<file path="src/rtl/csc_spad_pkg.sv">
// Shared definitions for the double-buffered CSC data scratchpad.
// Holds the default field widths, the terminator word and the bank index type.
package csc_spad_pkg;

  localparam int DATA_W_DEF = 8;
  localparam int CNT_W_DEF  = 4;
  localparam int DEPTH_DEF  = 100;
  localparam int WORD_W_DEF = DATA_W_DEF + CNT_W_DEF;

  // An all-zero {data, count} word ends a column list.
  localparam logic [WORD_W_DEF-1:0] TERM_WORD = '0;

  typedef enum logic {
    BANK0 = 1'b0,
    BANK1 = 1'b1
  } bank_t;

  function automatic bank_t other_bank(input bank_t b);
    return (b == BANK0) ? BANK1 : BANK0;
  endfunction

endpackage

</file>
<file path="src/rtl/csc_pingpong_data_spad_if.sv">
// Fill-side and read-side signal bundle of the ping-pong CSC scratchpad.
// The slave modport is the scratchpad; the master modport is the decoder/MAC side.
interface csc_pingpong_data_spad_if
  import csc_spad_pkg::*;
#(
  parameter int DATA_W = DATA_W_DEF,
  parameter int CNT_W  = CNT_W_DEF,
  parameter int DEPTH  = DEPTH_DEF
);
  localparam int ADDR_W = $clog2(DEPTH);
  localparam int WORD_W = DATA_W + CNT_W;

  logic              data_in_valid;
  logic              data_in_ready;
  logic [WORD_W-1:0] data_in;
  logic              write_en;
  logic              write_fin;
  logic              read_en;
  logic              read_idx_en;
  logic [ADDR_W-1:0] read_idx;
  logic              index_inc;
  logic              read_release;
  logic              rd_bank_valid;
  logic [WORD_W-1:0] data_out;
  logic [ADDR_W-1:0] column_num;
  logic              overflow;

  modport slave (
    input  data_in_valid, data_in, write_en,
    input  read_en, read_idx_en, read_idx, index_inc, read_release,
    output data_in_ready, write_fin, rd_bank_valid, data_out, column_num, overflow
  );

  modport master (
    output data_in_valid, data_in, write_en,
    output read_en, read_idx_en, read_idx, index_inc, read_release,
    input  data_in_ready, write_fin, rd_bank_valid, data_out, column_num, overflow
  );

endinterface

</file>
<file path="src/rtl/csc_spad_ram.sv">
// Two-bank word store: one write port, one synchronous read port, no reset.
// Address is {bank, column}; rows past DEPTH in each bank are never touched.
module csc_spad_ram #(
  parameter int WORD_W = 12,
  parameter int ADDR_W = 7
) (
  input  logic              clock,
  input  logic              we_i,
  input  logic [ADDR_W:0]   waddr_i,
  input  logic [WORD_W-1:0] wdata_i,
  input  logic [ADDR_W:0]   raddr_i,
  output logic [WORD_W-1:0] rdata_o
);

  localparam int ROWS = 1 << (ADDR_W + 1);

  logic [WORD_W-1:0] mem [ROWS];
  logic [WORD_W-1:0] rdata_q;

  always_ff @(posedge clock) begin
    if (we_i) begin
      mem[waddr_i] <= wdata_i;
    end
    rdata_q <= mem[raddr_i];
  end

  assign rdata_o = rdata_q;

endmodule

</file>
<file path="src/rtl/csc_pingpong_data_spad.sv">
// Double-buffered CSC {data, count} scratchpad: the decoder fills one bank while
// the MAC side reads the other; banks swap on commit/release handshakes.
module csc_pingpong_data_spad
  import csc_spad_pkg::*;
#(
  parameter int DATA_W = DATA_W_DEF,
  parameter int CNT_W  = CNT_W_DEF,
  parameter int DEPTH  = DEPTH_DEF
) (
  input  logic                     clock,
  input  logic                     reset,
  csc_pingpong_data_spad_if.slave  bus
);

  localparam int ADDR_W = $clog2(DEPTH);
  localparam int WORD_W = DATA_W + CNT_W;
  localparam logic [ADDR_W-1:0] LAST_ADDR = ADDR_W'(DEPTH - 1);
  localparam logic [WORD_W-1:0] TERM     = WORD_W'(TERM_WORD);

  logic [1:0]        bank_full_q, bank_full_d;
  bank_t             wr_sel_q, wr_sel_d;
  bank_t             rd_sel_q, rd_sel_d;
  logic [ADDR_W-1:0] wr_ptr_q, wr_ptr_d;
  logic [ADDR_W-1:0] rd_addr_q, rd_addr_d;
  logic [ADDR_W-1:0] column_q, column_d;
  logic              overflow_q, overflow_d;

  logic              ready;
  logic              shake;
  logic              is_term;
  logic              wr_last;
  logic              commit;
  logic              release_ok;
  logic              rd_valid;
  logic [WORD_W-1:0] ram_rdata;
  logic [WORD_W-1:0] rd_word;

  assign ready      = !bank_full_q[wr_sel_q] && (int'(wr_ptr_q) < DEPTH);
  assign shake      = bus.data_in_valid && ready && bus.write_en;
  assign is_term    = (bus.data_in == TERM);
  assign wr_last    = (wr_ptr_q == LAST_ADDR);
  assign commit     = shake && (is_term || wr_last);
  assign rd_valid   = bank_full_q[rd_sel_q];
  assign release_ok = bus.read_release && rd_valid;

  // A bank that is not committed always reads as a terminator.
  assign rd_word    = rd_valid ? ram_rdata : TERM;

  always_comb begin
    bank_full_d = bank_full_q;
    wr_sel_d    = wr_sel_q;
    wr_ptr_d    = wr_ptr_q;
    overflow_d  = overflow_q;
    if (shake) begin
      if (commit) begin
        bank_full_d[wr_sel_q] = 1'b1;
        wr_sel_d              = other_bank(wr_sel_q);
        wr_ptr_d              = '0;
      end else begin
        wr_ptr_d = wr_ptr_q + ADDR_W'(1);
      end
      if (wr_last && !is_term) begin
        overflow_d = 1'b1;
      end
    end
    // Commit needs an empty bank and release a full one, so these never collide.
    rd_sel_d = rd_sel_q;
    if (release_ok) begin
      bank_full_d[rd_sel_q] = 1'b0;
      rd_sel_d              = other_bank(rd_sel_q);
    end
  end

  always_comb begin
    column_d = column_q;
    if (release_ok) begin
      column_d = '0;
    end else if (bus.read_idx_en) begin
      column_d = bus.read_idx;
    end else if (bus.index_inc) begin
      if (rd_word == TERM || column_q == LAST_ADDR) begin
        column_d = '0;
      end else begin
        column_d = column_q + ADDR_W'(1);
      end
    end
  end

  assign rd_addr_d = bus.read_en ? column_q : rd_addr_q;

  always_ff @(posedge clock or negedge reset) begin
    if (!reset) begin
      bank_full_q <= '0;
      wr_sel_q    <= BANK0;
      rd_sel_q    <= BANK0;
      wr_ptr_q    <= '0;
      rd_addr_q   <= '0;
      column_q    <= '0;
      overflow_q  <= 1'b0;
    end else begin
      bank_full_q <= bank_full_d;
      wr_sel_q    <= wr_sel_d;
      rd_sel_q    <= rd_sel_d;
      wr_ptr_q    <= wr_ptr_d;
      rd_addr_q   <= rd_addr_d;
      column_q    <= column_d;
      overflow_q  <= overflow_d;
    end
  end

  csc_spad_ram #(
    .WORD_W (WORD_W),
    .ADDR_W (ADDR_W)
  ) u_ram (
    .clock   (clock),
    .we_i    (shake),
    .waddr_i ({wr_sel_q, wr_ptr_q}),
    .wdata_i (bus.data_in),
    .raddr_i ({rd_sel_q, rd_addr_d}),
    .rdata_o (ram_rdata)
  );

  assign bus.data_in_ready = ready;
  assign bus.write_fin     = commit;
  assign bus.rd_bank_valid = rd_valid;
  assign bus.data_out      = rd_word;
  assign bus.column_num    = column_q;
  assign bus.overflow      = overflow_q;

endmodule

</file>
<file path="src/flat_wrapper.sv">
// flat-port wrapper written by rule: the top's interface ports become plain ports
module csc_pingpong_data_spad_flat import csc_spad_pkg::*;
#(
  parameter int DATA_W = DATA_W_DEF,
  parameter int CNT_W  = CNT_W_DEF,
  parameter int DEPTH  = DEPTH_DEF
)
  (clock, reset, bus_data_in_valid, bus_data_in, bus_write_en, bus_read_en, bus_read_idx_en, bus_read_idx, bus_index_inc, bus_read_release, bus_data_in_ready, bus_write_fin, bus_rd_bank_valid, bus_data_out, bus_column_num, bus_overflow);
  csc_pingpong_data_spad_if #(.DATA_W(DATA_W), .CNT_W(CNT_W), .DEPTH(DEPTH)) bus_i ();
  input  logic clock;
  input  logic reset;
  input wire logic [$bits(bus_i.data_in_valid)-1:0] bus_data_in_valid;
  input wire logic [$bits(bus_i.data_in)-1:0] bus_data_in;
  input wire logic [$bits(bus_i.write_en)-1:0] bus_write_en;
  input wire logic [$bits(bus_i.read_en)-1:0] bus_read_en;
  input wire logic [$bits(bus_i.read_idx_en)-1:0] bus_read_idx_en;
  input wire logic [$bits(bus_i.read_idx)-1:0] bus_read_idx;
  input wire logic [$bits(bus_i.index_inc)-1:0] bus_index_inc;
  input wire logic [$bits(bus_i.read_release)-1:0] bus_read_release;
  output wire logic [$bits(bus_i.data_in_ready)-1:0] bus_data_in_ready;
  output wire logic [$bits(bus_i.write_fin)-1:0] bus_write_fin;
  output wire logic [$bits(bus_i.rd_bank_valid)-1:0] bus_rd_bank_valid;
  output wire logic [$bits(bus_i.data_out)-1:0] bus_data_out;
  output wire logic [$bits(bus_i.column_num)-1:0] bus_column_num;
  output wire logic [$bits(bus_i.overflow)-1:0] bus_overflow;
  assign bus_i.data_in_valid = bus_data_in_valid;
  assign bus_i.data_in = bus_data_in;
  assign bus_i.write_en = bus_write_en;
  assign bus_i.read_en = bus_read_en;
  assign bus_i.read_idx_en = bus_read_idx_en;
  assign bus_i.read_idx = bus_read_idx;
  assign bus_i.index_inc = bus_index_inc;
  assign bus_i.read_release = bus_read_release;
  assign bus_data_in_ready = bus_i.data_in_ready;
  assign bus_write_fin = bus_i.write_fin;
  assign bus_rd_bank_valid = bus_i.rd_bank_valid;
  assign bus_data_out = bus_i.data_out;
  assign bus_column_num = bus_i.column_num;
  assign bus_overflow = bus_i.overflow;
  csc_pingpong_data_spad #(.DATA_W(DATA_W), .CNT_W(CNT_W), .DEPTH(DEPTH)) u_core (.clock(clock), .reset(reset), .bus(bus_i));
endmodule
</file>
<file path="config.mk">
export PLATFORM = sky130hd
export DESIGN_NAME = csc_pingpong_data_spad_flat
export DESIGN_NICKNAME = d
export VERILOG_FILES = /design/src/rtl/csc_spad_pkg.sv /design/src/rtl/csc_pingpong_data_spad_if.sv /design/src/rtl/csc_spad_ram.sv /design/src/rtl/csc_pingpong_data_spad.sv /design/src/flat_wrapper.sv
export SDC_FILE = /design/constraint.sdc
export NUM_CORES = 2
export LEC_CHECK = 0
export CORE_ASPECT_RATIO = 1.1
export CORE_MARGIN = 1.5
export CORE_UTILIZATION = 57
export CTS_BUF_LIST = sky130_fd_sc_hd__clkbuf_16
export DETAILED_ROUTE_END_ITERATION = 8
export PLACE_DENSITY = 0.74
export REMOVE_ABC_BUFFERS = 1
export SETUP_SLACK_MARGIN = 0.15
export SKIP_LAST_GASP = 1
export SLEW_MARGIN = 20
export SYNTH_ARGS = -nofsm -noshare
export SYNTH_HDL_FRONTEND = slang
export SYNTH_SLANG_ARGS = --single-unit
export TNS_END_PERCENT = 5
</file>
<file path="constraint.sdc">
create_clock -name clock -period 3 [get_ports clock]
set_clock_uncertainty 0.2 [all_clocks]
set_input_delay 0.45 -clock clock [delete_from_list [all_inputs] [get_ports clock]]
set_output_delay 0.45 -clock clock [all_outputs]
set_load 0.02 [all_outputs]
</file>
-- Word-level counts from Yosys, hierarchy flattened
Memories as Yosys holds them, arrays and structs flattened. A register that Yosys moved wholly into a read port is not among the register bits.
Index checks and enable logic that the tools add are counted.
- register bits after elaboration: 26
- bits in writable memories: 3072
- input port bits: 27
- memories kept: 1
- memory list (name ; words ; bits a word ; rd ports ; clocked after Yosys merged registers in ; write ports ; line ; text):
    u_core.u_ram.mem ; 256 ; 12 ; 1 ; 1 ; 1 ; csc_spad_ram.sv:17 ; logic [WORD_W-1:0] mem [ROWS];
- add/subtract/negate cells: 2
- magnitude comparators: 5
- equal/unequal tests: 2
- muxes and demuxes: 22
- bitwise logic cells: 3
- reduce and logical (&&, ||, !) cells: 17
- operators with widths (cell ; number):
    $mux W7 ; 6
    $logic_not A12 Y1 ; 2
    $add A7 B1 Y7 const B ; 2
    $eq A7 B7 Y1 const B ; 2
    $mux W12 ; 1
    $mux W1 ; 10
    $logic_and A1 B1 Y1 ; 8
    $lt A7 B7 Y1 const B ; 1
    $mux W2 ; 3
    $lt A1 B2 Y1 const B ; 2
    $reduce_and A2 Y1 ; 2
    $reduce_bool A3 Y1 ; 1
    $and A2 B2 Y2 ; 1
    $demux W1 S1 ; 2
    $ge A1 B1 Y1 const B ; 2
    $logic_not A1 Y1 ; 2
    $logic_or A1 B1 Y1 ; 2
    $not A2 Y2 ; 1
    $or A2 B2 Y2 ; 1

-- Logic depth before layout (Yosys ltp)
- depth after elaboration: 11
- gate-level depth with buffers: 15
- gate-level depth less buffers: 9

-- Hierarchy
A second synthesis with hierarchy kept.
- cells, all modules: 5666
- area total of the unflattened synthesis: 120139.0 µm²
- by module, submodules not included (module ; times used ; cells an instance ; area an instance (µm²)):
    csc_spad_ram ; 1 ; 5506 ; 118632.5
    csc_pingpong_data_spad ; 1 ; 160 ; 1506.4

-- Worst setup path before layout
OpenSTA, ideal clock, no wires.
- path kind: reg2reg
- from: register u_core.wr_ptr_q[3]
- to: memory u_core.u_ram.mem[70][0] (enable)
- library setup time: 0.380 ns
- data arrival time: 2.780 ns
- slack: -0.360 ns
- cell stages (with the launch flop): 8
- buffers on the path: 2
- path through: dfrtp_1 > or3_1 > a31oi_1 > and3_1 > clkbuf_1 > nand4b_1 > clkbuf_1 > nor2_1
- longest elaborated chain between the ends: 6
- RTL lines (what ; line ; text):
    from (decl) ; csc_pingpong_data_spad.sv:23 ; logic [ADDR_W-1:0] wr_ptr_q, wr_ptr_d;
    from (signal assigned) ; csc_pingpong_data_spad.sv:104 ; wr_ptr_q <= wr_ptr_d;
    $lt A7 B7 Y1 ; csc_pingpong_data_spad.sv:38 ; assign ready = !bank_full_q[wr_sel_q] && (int'(wr_ptr_q) < DEPTH);
    $logic_and A1 B1 Y1 ; csc_pingpong_data_spad.sv:38 ;
    named net bus_data_in_ready ; flat_wrapper.sv:20 ; output wire logic [$bits(bus_i.data_in_ready)-1:0] bus_data_in_ready;
    $logic_and A1 B1 Y1 (2 in a row) ; csc_pingpong_data_spad.sv:39 ; assign shake = bus.data_in_valid && ready && bus.write_en;
    $mux W1 ; csc_spad_ram.sv:21 ; if (we_i) begin
    $mux W1 (implied by the code) ; csc_spad_ram.sv:22 ; mem[waddr_i] <= wdata_i;
    to (decl) ; csc_spad_ram.sv:17 ;
The timed path passes the listed nets, and every way through them passes these cells.

-- Worst setup path in the final report
- from: register u_core.rd_addr_q[0]
- to: register u_core.u_ram.rdata_q[1] (netlist: u_core.u_ram.rdata_o[1]) (read register of u_core.u_ram.mem)
- longest elaborated chain between the ends: 1
- RTL lines (what ; line ; text):
    from (decl) ; csc_pingpong_data_spad.sv:24 ; logic [ADDR_W-1:0] rd_addr_q, rd_addr_d;
    from (signal assigned) ; csc_pingpong_data_spad.sv:105 ; rd_addr_q <= rd_addr_d;
    $mux W7 ; csc_pingpong_data_spad.sv:89 ; assign rd_addr_d = bus.read_en ? column_q : rd_addr_q;
    to (decl) ; csc_spad_ram.sv:18 ; logic [WORD_W-1:0] rdata_q;
Every way passes these cells.
A chain may end at the register's enable or synchronous reset.

==> run_results.csv <==
group,metric,value,unit
outcome,status,"finished with violations",
outcome,violations,"DRC, setup timing",
placed_design,routabilityCongestion,0.941,
worst_setup_path,critPathMaxFanout,14,
clock_network,cts_max_level,5,
drt,route.detailed.drc,2,
floorplan,horizontal_die_dimension,444,microns
placed_design,dp_hpwl,222000,microns
floorplan,initial_core_util,57.2,%
power_and_ir_drop,power-per-cell-area,664,nW/um^2
worst_setup_path,crit_path_top_delay_cell,"sky130_fd_sc_hd__or3_4",
placed_design,numPortBuffers,49,
worst_setup_path,crit_path_end_kind,"flop",
clock_network,cts-root-buf,"sky130_fd_sc_hd__clkbuf_16",
grt,gr-usage-all-layers,32.6,%
drt,dr_total_vias,78100,
placed_design,dpl_cell_area,137000,sq um
job,maxCapViolCount,0,
synth,synth.top_cells.by_area,"sky130_fd_sc_hd__edfxtp_1, sky130_fd_sc_hd__mux2i_1, sky130_fd_sc_hd__nand2_1",
sta,timing.final.ws_setup,-0.525,ns
sta,fin_worst_hold_slack,0.0792,ns
sta,timing.final.setup_violations,42,
sta,timing.setup.tns,-8.11,ns
synth,syn_inst,7584,
power_and_ir_drop,power.share.clock,36.8,%
power_and_ir_drop,power.internal,74.3,mW
final_layout,final_nets,9317,
synth,ys_async_sr_fraction,0.836,%
grt,grt_start_max_net_pins,161,
floorplan,num_rows,178,
drt,detail_route.first_pass.iterations,9,
clock_network,clock_latency,0.96,ns
final_layout,layoutNonFillerInstCount,12300,
grt,grt_antenna_before_repair,16,
grt,grt_pass1_wl,512000,microns
power_and_ir_drop,power_leakage,52.0,nW
worst_setup_path,length_in_cells_of_the_worst_reg_to_reg_path,13,
power_and_ir_drop,ir_drop,0.701,mV
power_and_ir_drop,comb_power_share,13.5,%
worst_hold_path,hold_path.class,"in2reg",
sta,final_count_of_pins_violating_max_slew,0,
floorplan,design.core.area,213000,sq um
power_and_ir_drop,power.share.switching,24.9,%
final_layout,fin_util,69.9,%
synth,syn_area_per_cell,16.1,sq um
grt,global_route.overflow_total,0,
synth,synth.distinct_cells,65,
power_and_ir_drop,post-layout-total-power,99.0,mW
worst_setup_path,timing.setup.critical_path_class,"reg2reg",
clock_network,cts_buffer_depth,4,
final_layout,final.fill_count,13000,
final_layout,multi_input_area,30400,sq um
synth,yosysTopAreaCellShare,75.5,%
drt,drt_iter0_drc,11900,
synth,ys_seq_area_share,76.3,%
synth,ys.warnings.count,0,
sta,timing.final.hold_violations,0,
synth,dominantRegCellSynth,"sky130_fd_sc_hd__edfxtp_1",
final_layout,final_layout_size_suffix_gt1_share,21.0,%
drt,route.final.wire_length,362000,microns
final_layout,post-route-cell-area,149000,sq um
clock_network,cts_num_sinks,3110,
drt,routed_wire_length_per_instance,29.4,microns
floorplan,floorplan.die.height,488,microns
floorplan,floorplan.die_area,217000,sq um
synth,post-synth-top-area-cell,"sky130_fd_sc_hd__edfxtp_1",
sta,timing.final.crit_period,3.53,ns
worst_setup_path,worstPathCellList,"mux2i_4, buf_12, inv_16, bufbuf_16, buf_8, mux2i_2, o221ai_2, o221ai_4, o221ai_2, or3_4, a21oi_4, buf_6, a311oi_1",
drt,drt.antenna.violating_nets,0,
clock_network,clkTransAtPathRegs,0.07,ns
clock_network,cts_tree,"yes",
placed_design,dp_slack,-1.48,ns
placed_design,numPlacedInstances,11700,
synth,number_of_flops_mapped_to_enable_cells_by_yosys,3072,
power_and_ir_drop,seqPwrFrac,49.7,%
grt,number_of_global_route_vias_before_repair,76100,
synth,postSynthRegisterBits,3110,
worst_setup_path,critPathMaxStageDelay,0.46,ns
worst_setup_path,required,3.63,ns
final_layout,area_growth_syn_to_layout,22.1,%
final_layout,seq_area,93100,sq um
synth,synth_area,122000,sq um
sta,final_min_period_over_clock_period,118,%
worst_hold_path,hold_depth,2,
sta,fmax_achieved,0.284,GHz
clock_network,number_of_buffers_created_by_cts,310,
floorplan,boundaryPins,50,
drt,detail_route.vias_per_cell,6.35,
worst_setup_path,arrival_time_worst_endpoint,4.16,ns
worst_setup_path,cp_common_cell,"sky130_fd_sc_hd__o221ai_2",
worst_setup_path,worst_setup_path_start_kind,"flop",
sta,maxSlewHeadroom,22.0,%
power_and_ir_drop,netSwitchingPower,24.7,mW
sta,tightest_slew,1.17,ns
sta,rsz0062_at_grt,"yes",
cell families after synthesis:
logic type,Yosys count,synth area share [%]
DFF,3110,76.3
and+or+nand+nor,2103,7.38
AOI/OAI and AO/OA,976,5.42
muxes,859,8.62
buffers and inverters,528,2.26
adders and majority gates,5,0.0512
xor gates and xnor gates,2,0.0143
other,1,0.00307
layout by cell type (no fill, tap or decap), types with 166 or more instances in the layout:
master / n
sky130_fd_sc_hd__nand2_1: 1116
sky130_fd_sc_hd__nor2_1: 230
sky130_fd_sc_hd__clkbuf_16: 325
sky130_fd_sc_hd__conb_1: 672
sky130_fd_sc_hd__nand3_1: 502
sky130_fd_sc_hd__a31oi_1: 187
sky130_fd_sc_hd__buf_4: 930
sky130_fd_sc_hd__o221ai_1: 245
sky130_fd_sc_hd__buf_12: 178
sky130_fd_sc_hd__edfxtp_1: 3072
sky130_fd_sc_hd__a21oi_1: 166
sky130_fd_sc_hd__mux2i_1: 658
synthesized netlist by cell type (4+ instances only):
cell type / instances
sky130_fd_sc_hd__a2111oi_0: 14
sky130_fd_sc_hd__a211oi_1: 6
sky130_fd_sc_hd__a21oi_1: 187
sky130_fd_sc_hd__a22oi_1: 6
sky130_fd_sc_hd__a311oi_1: 13
sky130_fd_sc_hd__a31oi_1: 206
sky130_fd_sc_hd__a32oi_1: 7
sky130_fd_sc_hd__and2_1: 16
sky130_fd_sc_hd__and3_1: 21
sky130_fd_sc_hd__buf_1: 49
sky130_fd_sc_hd__buf_2: 106
sky130_fd_sc_hd__buf_4: 80
sky130_fd_sc_hd__buf_6: 44
sky130_fd_sc_hd__clkbuf_1: 233
sky130_fd_sc_hd__dfrtp_1: 26
sky130_fd_sc_hd__dfxtp_1: 12
sky130_fd_sc_hd__edfxtp_1: 3072
sky130_fd_sc_hd__ha_1: 5
sky130_fd_sc_hd__inv_1: 11
sky130_fd_sc_hd__mux2i_1: 703
sky130_fd_sc_hd__mux4_2: 152
sky130_fd_sc_hd__nand2_1: 1118
sky130_fd_sc_hd__nand3_1: 507
sky130_fd_sc_hd__nand4_1: 16
sky130_fd_sc_hd__nor2_1: 234
sky130_fd_sc_hd__nor2b_1: 8
sky130_fd_sc_hd__nor3_1: 123
sky130_fd_sc_hd__nor4_1: 37
sky130_fd_sc_hd__o21ai_0: 119
sky130_fd_sc_hd__o221ai_1: 276
sky130_fd_sc_hd__o22a_1: 4
sky130_fd_sc_hd__o22ai_1: 91
sky130_fd_sc_hd__o31ai_1: 14
sky130_fd_sc_hd__o32ai_1: 8
sky130_fd_sc_hd__or3_1: 4
sky130_fd_sc_hd__or4_1: 6
per-layer routing:
layer  global-route usage, %  share of wire (%)  wire length, microns
met5                       0              0.030                   108
met4                    20.3                7.2                 26100
met3                    6.97                 12                 42500
met2                    51.4                 47                170000
met1                    41.7                 34                123000
critical path, delay by kind of cell, from the launching register on:
kind | cells | cell delay [ns]
flip-flops | 1 | 0.44
buffers and inverters | 5 | 1.02
AO/OA/AOI/OAI | 5 | 0.87
AND/OR/NAND/NOR | 1 | 0.46
multiplexers | 2 | 0.36
worst paths after layout:
kind | startpoint | endpoint | slack [ns]
max reg2reg | u_core.rd_addr_q[0] | u_core.u_ram.rdata_o[1] | -0.53
min | bus_data_in[4] | u_core.u_ram.mem[34][4] | 0.08
max | u_core.rd_addr_q[0] | u_core.u_ram.rdata_o[1] | -0.53
min in group asynchronous | reset | u_core.rd_addr_q[0] | 0.33
max in group asynchronous | reset | u_core.rd_addr_q[5] | 2.05
min reg2reg | u_core.wr_ptr_q[0] | u_core.wr_ptr_q[0] | 0.40
timing repair:
action,CTS,global route
setup buffers,17,33
gates resized for setup,147,245
cloned,15,8
endpoints found under the setup margin,82,346
pin swaps,18,50
hold buffers,14,0
hold endpoints to repair,422,0
layout make-up:
cell class	count	area share, %
Sequential cell	3110	62.5
Multi-Input combinational cell	4617	20.4
Timing Repair Buffer	1230	8.47
Clock buffer	317	5.32
Tap cell	2790	2.34
Clock inverter	211	0.923
Inverter	15	0.0638
Antenna cell	9	0.0151
Timing Repair inverter	1	0.0134
registers in the layout, indices dropped and copies added, names as in the netlist:
name / cells
u_core.wr_ptr_q: 7
u_core.bank_full_q: 2
u_core.rd_addr_q: 7
u_core.bus.overflow: 1
u_core.wr_sel_q: 1
u_core.u_ram.mem: 3072
u_core.u_ram.rdata_o: 12
u_core.bus.column_num: 7
u_core.rd_sel_q: 1
power groups by stage:
stage / sequential [mW] / combinational, mW / clock, mW
global placement: 50.0 / 11.6 / 0
finish: 49.2 / 13.4 / 36.4
global route: 49.2 / 13.8 / 38.3
CTS: 49.2 / 12.4 / 36.6
floorplan: 50.0 / 6.65 / 0
detailed placement: 50.1 / 11.8 / 0
Power figures use the tool's default switching activity.
